`src/rtl/ib_ram_loader_pkg.sv`:
```
// Shared definitions for the IB-RAM page loader and its read-side peers.
//   loader_state_e   : loader FSM states
//   make_access_addr : builds an SRAM access address from bank/page fields
//   LANE_CNT_WIDTH   : width of the lane (bank) counter inside a row
package ib_ram_loader_pkg;

  localparam int IB_BANK_NUM        = 4;
  localparam int IB_ADDR_WIDTH      = 8;
  localparam int IB_BANK_ADDR_WIDTH = $clog2(IB_BANK_NUM);
  localparam int IB_PAGE_ADDR_WIDTH = IB_ADDR_WIDTH - IB_BANK_ADDR_WIDTH;
  localparam int IB_PAGE_SIZE       = 4;
  localparam int IB_PAGE_NUM        = 64;
  localparam int LANE_CNT_WIDTH     = IB_BANK_ADDR_WIDTH;

  typedef enum logic [1:0] {
    IDLE    = 2'd0,
    COLLECT = 2'd1,
    WRITE   = 2'd2,
    DONE    = 2'd3
  } loader_state_e;

  // interleave_type 0: {bank, page}; 1: {page, bank}
  function automatic logic [IB_ADDR_WIDTH-1:0] make_access_addr(
    input logic [IB_BANK_ADDR_WIDTH-1:0] bank,
    input logic [IB_PAGE_ADDR_WIDTH-1:0] page,
    input logic                          interleave_type
  );
    return interleave_type ? {page, bank} : {bank, page};
  endfunction

endpackage

```
`src/rtl/ib_ram_lane_packer.sv`:
```
// Collects consecutive stream entries into one row word, lane 0 first.
//   clk, rst  : clock, synchronous active-high reset (clears counter and word)
//   accept    : an entry is transferred this cycle
//   data      : entry payload
//   clear     : restart at lane 0 (word contents are left as-is; every lane
//               is overwritten before the word is used)
//   word      : packed row, lane k at bits [(k+1)*LANE_W-1 : k*LANE_W]
//   row_full  : combinational pulse when the last lane of a row is accepted
module ib_ram_lane_packer #(
  parameter int LANES  = 4,
  parameter int LANE_W = 4,
  parameter int CNT_W  = 2
) (
  input  logic                    clk,
  input  logic                    rst,
  input  logic                    accept,
  input  logic [LANE_W-1:0]       data,
  input  logic                    clear,
  output logic [LANES*LANE_W-1:0] word,
  output logic                    row_full
);

  logic [CNT_W-1:0] lane_cnt;
  logic             last_lane;

  assign last_lane = (lane_cnt == CNT_W'(LANES - 1));
  assign row_full  = accept && last_lane;

  always_ff @(posedge clk) begin
    if (rst) begin
      lane_cnt <= '0;
      word     <= '0;
    end else if (clear) begin
      lane_cnt <= '0;
    end else if (accept) begin
      word[lane_cnt*LANE_W +: LANE_W] <= data;
      lane_cnt <= last_lane ? '0 : lane_cnt + CNT_W'(1);
    end
  end

endmodule

```
`src/rtl/ib_ram_page_loader.sv`:
```
// Write-side feeder for the 4-bank interleaved single-port IB-RAM.
// Packs BANK_INTERLEAVE_NUM stream entries per row and writes one row per
// SRAM cycle across [base_page_i, base_page_i+load_len_i), then pulses done_o.
// While idle, rd_addr_i is passed straight through to the SRAM address.
//   sys_clk, rstn   : clock, synchronous ACTIVE-HIGH reset
//   start_i, base_page_i, load_len_i : session request (sampled in IDLE only)
//   s_data_i, s_valid_i, s_ready_o   : entry stream
//   rd_addr_i       : read address forwarded while idle
//   busy_o, done_o, err_o            : session status (err_o sticky until
//                                      the next legal start)
//   sram_wdata_o, sram_addr_o, sram_wen_n_o : SRAM write/access port
//   state_o         : current FSM state, for observation
//
// Stream handshake: an entry transfers on a rising edge where s_valid_i and
// s_ready_o are both high. s_ready_o depends only on registered state, and
// s_valid_i must stay high with s_data_i stable until the transfer happens.
module ib_ram_page_loader
  import ib_ram_loader_pkg::*;
#(
  parameter int BANK_INTERLEAVE_TYPE = 0,
  parameter int BANK_INTERLEAVE_NUM  = IB_BANK_NUM,
  parameter int ADDR_WIDTH           = IB_ADDR_WIDTH,
  parameter int BANK_ADDR_WIDTH      = $clog2(BANK_INTERLEAVE_NUM),
  parameter int PAGE_ADDR_WIDTH      = ADDR_WIDTH - BANK_ADDR_WIDTH,
  parameter int PAGE_SIZE            = IB_PAGE_SIZE,
  parameter int WDATA_SIZE           = PAGE_SIZE * BANK_INTERLEAVE_NUM,
  parameter int PAGE_NUM             = IB_PAGE_NUM
) (
  input  logic                       sys_clk,
  input  logic                       rstn,
  input  logic                       start_i,
  input  logic [PAGE_ADDR_WIDTH-1:0] base_page_i,
  input  logic [PAGE_ADDR_WIDTH:0]   load_len_i,
  input  logic [PAGE_SIZE-1:0]       s_data_i,
  input  logic                       s_valid_i,
  output logic                       s_ready_o,
  input  logic [ADDR_WIDTH-1:0]      rd_addr_i,
  output logic                       busy_o,
  output logic                       done_o,
  output logic                       err_o,
  output logic [WDATA_SIZE-1:0]      sram_wdata_o,
  output logic [ADDR_WIDTH-1:0]      sram_addr_o,
  output logic                       sram_wen_n_o,
  output loader_state_e              state_o
);

  localparam logic [PAGE_ADDR_WIDTH+1:0] PAGE_LIMIT = (PAGE_ADDR_WIDTH+2)'(PAGE_NUM);

  loader_state_e state, state_nxt;

  logic [PAGE_ADDR_WIDTH-1:0] base_q;
  logic [PAGE_ADDR_WIDTH-1:0] row_cnt;
  logic [PAGE_ADDR_WIDTH:0]   len_q;
  logic                       err_q;

  logic [PAGE_ADDR_WIDTH+1:0] range_end;
  logic                       range_ok;
  logic                       launch;
  logic                       accept;
  logic                       row_full;
  logic                       last_row;
  logic [WDATA_SIZE-1:0]      row_word;
  logic [PAGE_ADDR_WIDTH-1:0] wr_page;
  logic [ADDR_WIDTH-1:0]      wr_addr;

  // Two extra bits so base+len cannot wrap before the bound check.
  assign range_end = {2'b00, base_page_i} + {1'b0, load_len_i};
  assign range_ok  = (load_len_i != '0) &&
                     ({1'b0, load_len_i} <= PAGE_LIMIT) &&
                     (range_end <= PAGE_LIMIT);

  assign launch   = (state == IDLE) && start_i && range_ok;
  // Built from state directly, not s_ready_o, to keep the decode loop-free.
  assign accept   = s_valid_i && (state == COLLECT);
  assign last_row = ({1'b0, row_cnt} == len_q - 1'b1);
  assign wr_page  = base_q + row_cnt;
  assign wr_addr  = make_access_addr('0, wr_page, BANK_INTERLEAVE_TYPE != 0);

  ib_ram_lane_packer #(
    .LANES  (BANK_INTERLEAVE_NUM),
    .LANE_W (PAGE_SIZE),
    .CNT_W  (LANE_CNT_WIDTH)
  ) u_packer (
    .clk      (sys_clk),
    .rst      (rstn),
    .accept   (accept),
    .data     (s_data_i),
    .clear    (launch),
    .word     (row_word),
    .row_full (row_full)
  );

  always_ff @(posedge sys_clk) begin
    if (rstn) state <= IDLE;
    else      state <= state_nxt;
  end

  always_comb begin
    state_nxt    = state;
    s_ready_o    = 1'b0;
    busy_o       = 1'b0;
    done_o       = 1'b0;
    sram_wen_n_o = 1'b1;
    sram_wdata_o = '0;
    sram_addr_o  = wr_addr;
    case (state)
      IDLE: begin
        sram_addr_o = rd_addr_i;
        if (launch) state_nxt = COLLECT;
      end
      COLLECT: begin
        busy_o    = 1'b1;
        s_ready_o = 1'b1;
        if (row_full) state_nxt = WRITE;
      end
      WRITE: begin
        busy_o       = 1'b1;
        sram_wen_n_o = 1'b0;
        sram_wdata_o = row_word;
        state_nxt    = last_row ? DONE : COLLECT;
      end
      DONE: begin
        busy_o    = 1'b1;
        done_o    = 1'b1;
        state_nxt = IDLE;
      end
      default: state_nxt = IDLE;
    endcase
  end

  always_ff @(posedge sys_clk) begin
    if (rstn) begin
      base_q  <= '0;
      len_q   <= '0;
      row_cnt <= '0;
      err_q   <= 1'b0;
    end else begin
      if ((state == IDLE) && start_i) begin
        if (range_ok) begin
          err_q   <= 1'b0;
          base_q  <= base_page_i;
          len_q   <= load_len_i;
          row_cnt <= '0;
        end else begin
          err_q <= 1'b1;
        end
      end
      if ((state == WRITE) && !last_row) row_cnt <= row_cnt + 1'b1;
    end
  end

  assign err_o   = err_q;
  assign state_o = state;

endmodule

```
`config.mk`:
```
export PLATFORM = sky130hd
export DESIGN_NAME = ib_ram_page_loader
export DESIGN_NICKNAME = d
export VERILOG_FILES = /design/src/rtl/ib_ram_loader_pkg.sv /design/src/rtl/ib_ram_lane_packer.sv /design/src/rtl/ib_ram_page_loader.sv
export SDC_FILE = /design/constraint.sdc
export NUM_CORES = 1
export LEC_CHECK = 0
export ABC_AREA = 1
export BUFFER_PORTS_ARGS = -buffer_cell sky130_fd_sc_hd__buf_4
export CAP_MARGIN = 20
export CORE_ASPECT_RATIO = 1.4
export CORE_UTILIZATION = 49
export DETAILED_ROUTE_END_ITERATION = 12
export PLACE_DENSITY = 0.76
export SYNTH_ARGS = -nofsm -noshare
export SYNTH_HDL_FRONTEND = slang
export SYNTH_HIERARCHICAL = 1
export SYNTH_SLANG_ARGS = --single-unit
```
`constraint.sdc`:
```
create_clock -name sys_clk -period 2.35 [get_ports sys_clk]
set_input_delay 0.235 -clock sys_clk [delete_from_list [all_inputs] [get_ports sys_clk]]
set_output_delay 0.235 -clock sys_clk [all_outputs]
set_load 0.05 [all_outputs]
```
==> out/metrics.yaml <==
clocking:
  post_cts_buffers: 0
  tritoncts: "done"
  clk_latency_ps: 300
  cts_buffers: 5
  ctsHoldBuffers: 0
  clock-sinks: 40
  cts_resized: 0
  cts-root-buf: "clkbuf_8"
  clock_path_buffers: 2
  clk_pin_slew_ps: 80
  h-tree-depth: 2
power_and_ir_drop:
  worst_ir_drop_vdd_mv: 0.5867
  total_power_mw: 2.639
  powerDensity_nw_per_um2: 783.7
  leakagePower_nw: 1.568
die:
  std_cell_rows: 31
  die-width_um: 64.96
  io_pins: 60
  start_util_pct: 51.54
  die_h_um: 90.14
  dieArea_um2: 5855
  core_um2: 5275
setup_path:
  crit_type: "reg2out"
  critPathLaunchType: "flip-flop"
  critical-path-top-delay-family: "flip-flops"
  worstPathCellList: "ha_1 > a21oi_1 > nand2_1 > nand2_1 > nand2_1 > a21oi_1 > xor2_1 > o21ai_1 > buf_4"
  end_kind: "output pin"
  crit_buf_inv: 1
  max_stage_delay_ps: 420
  critPathMaxFanout: 7
  cpMostUsedCell: "nand2_1"
  critPathArrivalTime_ps: 1970
  critPathRequiredTime_ps: 2120
  slowest_stage: "dfxtp_2"
yosys:
  syn-cell-area_um2: 2719
  synth_cell_type_count: 30
  yosysSeqAreaShare_pct: 29.45
  ys_ff_latch: 40
  synth_area_per_cell_um2: 6.397
  synth_warnings: 6
  syn_inst: 425
  synthesis.nets: 474
place:
  gp_congestion: 0.8966
  hpwl_um: 4938
  placed_cell_area_um2: 3226
  portBuffers: 59
sta:
  period_minus_slack_ps: 2204
  tightestPinTransition_ps: 519.7
  final-hold-violation-count: 0
  slew_headroom_pct: 65.23
  setup_viol: 0
  drv_slew: 0
  fin_crit_sh_pct: 93.80
  finClkSkew_ps: 10.18
  fmax_mhz: 453.6
  rsz0062_at_grt: "true"
detailed_routing:
  route.met2.wl_um: 3253
  dr_wl_met3_um: 182
  num_vias: 2773
  drt_iter0_drc: 106
  top_layer: "met4"
  viasPerCell: 4.996
  routed_wirelength_um: 6241
  firstDrtPassIters: 4
  drc: 0
  drt-met1-wl_um: 2685
  ant_nets: 0
  wl_per_cell_um: 11.25
grt:
  antenna_found_initial: 0
  grt_max_degree: 26
  grtUsageTotal_pct: 23.12
  grt_pass1_vias: 2555
  overflow: 0
  grt_pass1_wl_um: 10870
finish:
  diodes: 0
  area_delta_synth_final_pct: 23.84
  final_nets: 537
  fin_area_um2: 3367
  fill_cells: 503
  layout-drive-gt1-share_pct: 20.04
min_path:
  hold_class: "in2reg"
outcome:
  status: "finished clean"
run:
  cap_violations: 0
## worst register-to-register path, delay by kind of cell, from the launching register on
kind	cells	cell delay [ps]
and+or+nand+nor	6	850
DFF	1	380
AOI/OAI and AO/OA	1	230
buffers and inverters	2	340
## path summary, 6_finish.rpt
check / start / to / slack, ps / cells past startpoint
worst min-delay path: s_data_i[2] / u_packer/word[2] / 210 / 3
worst max-delay path: row_cnt[2] / sram_addr_o[5] / 150 / 9
worst min register to register: u_packer/word[6] / u_packer/word[6] / 470 / 2
worst max register to register: state_o[1] / base_q[4] / 430 / 9
## sequential cells by signal (all words and copies together), names as in the netlist
signal	cells
u_packer/lane_cnt	2
len_q	7
u_packer/word	16
state_o	2
row_cnt	6
base_q	6
err_o	1
## stage by stage
| step | hold slack (ps) | util, % | worst slack (ps) | TNS, ps | cells |
|---|---|---|---|---|---|
| after floorplan | 377.9 | - | -133.7 | -1203 | 425 |
| after global placement | 459.1 | 61.15 | -37.61 | -353.8 | 547 |
| after detailed placement | 459.4 | 61.15 | -78.47 | -935.3 | 547 |
| after CTS | 198.4 | 63.45 | 19.60 | 0 | 555 |
| after global routing | 196.2 | 63.83 | 15.59 | 0 | 555 |
| final | 206.7 | 63.83 | 145.6 | 0 | 555 |
## cells in the final DEF (no fill, tap or decap), drive strengths merged, types with 18 or more instances in the layout
cell type  instances
o21ai             23
dfxtp             40
nand2             97
buf               65
nor2              77
ha                18
a21oi             33
inv               65
nand3             37
## cells by family (layout without fill, tap and decap cells)
kind of cell	after synthesis	count (layout)	synth area share, %
and+or+nand+nor	226	226	35.90
buffers and inverters	74	138	11.50
AOI/OAI and AO/OA	57	57	10.81
DFF	40	40	29.45
adders and majority gates	20	20	9.756
xor gates and xnor gates	8	8	2.577
## power by group
group          switching (mW)  internal [mW]  total, mW
clock network           0.244          0.347      0.591
logic                   0.849          0.392       1.24
registers              0.0670          0.740      0.807
## synthesized netlist by cell type
| cell type | number | area, um2 |
|---|---|---|
| o211a_1 | 1 | 10.01 |
| buf_2 | 1 | 5.000 |
| nor3_1 | 2 | 10.01 |
| xor2_1 | 4 | 35.03 |
| nor3_2 | 1 | 10.01 |
| dfxtp_1 | 40 | 800.8 |
| or2_2 | 3 | 18.77 |
| nand3b_1 | 1 | 7.510 |
| buf_6 | 2 | 22.52 |
| ha_1 | 18 | 225.2 |
| and3_1 | 1 | 6.260 |
| nor2_1 | 71 | 266.5 |
| inv_4 | 1 | 6.260 |
| nor2_2 | 4 | 25.02 |
| o21ai_0 | 23 | 115.1 |
| inv_2 | 2 | 7.510 |
| clkbuf_1 | 5 | 18.77 |
| fa_1 | 2 | 40.04 |
| nand3_2 | 2 | 20.02 |
| nand3_1 | 35 | 175.2 |
| a21oi_2 | 1 | 8.760 |
| a21oi_1 | 32 | 160.2 |
| xnor2_1 | 4 | 35.03 |
| inv_1 | 62 | 232.7 |
| nand2_1 | 95 | 356.6 |
| nand2_2 | 2 | 12.51 |
| buf_12 | 1 | 20.02 |
| nor2_4 | 2 | 22.52 |
| nand4_1 | 6 | 37.54 |
| nor3b_1 | 1 | 7.510 |
## final cells by class
| class | count | area, um2 | area share, % |
|---|---|---|---|
| Clock buffer | 6 | 82.58 | 2.453 |
| Clock inverter | 2 | 38.79 | 1.152 |
| Inverter | 65 | 246.5 | 7.321 |
| Multi-Input combinational cell | 311 | 1625 | 48.27 |
| Sequential cell | 40 | 803.3 | 23.86 |
| Tap cell | 66 | 82.58 | 2.453 |
| Timing Repair Buffer | 65 | 488.0 | 14.49 |
## layer usage
metal | global-route usage, % | vias up
met5 | 0 | -
met4 | 8.704 | 0
met3 | 3.173 | 13
met2 | 41.75 | 47
met1 | 26.58 | 1245
li1 | - | 1468
Power figures use the tool's default switching activity.
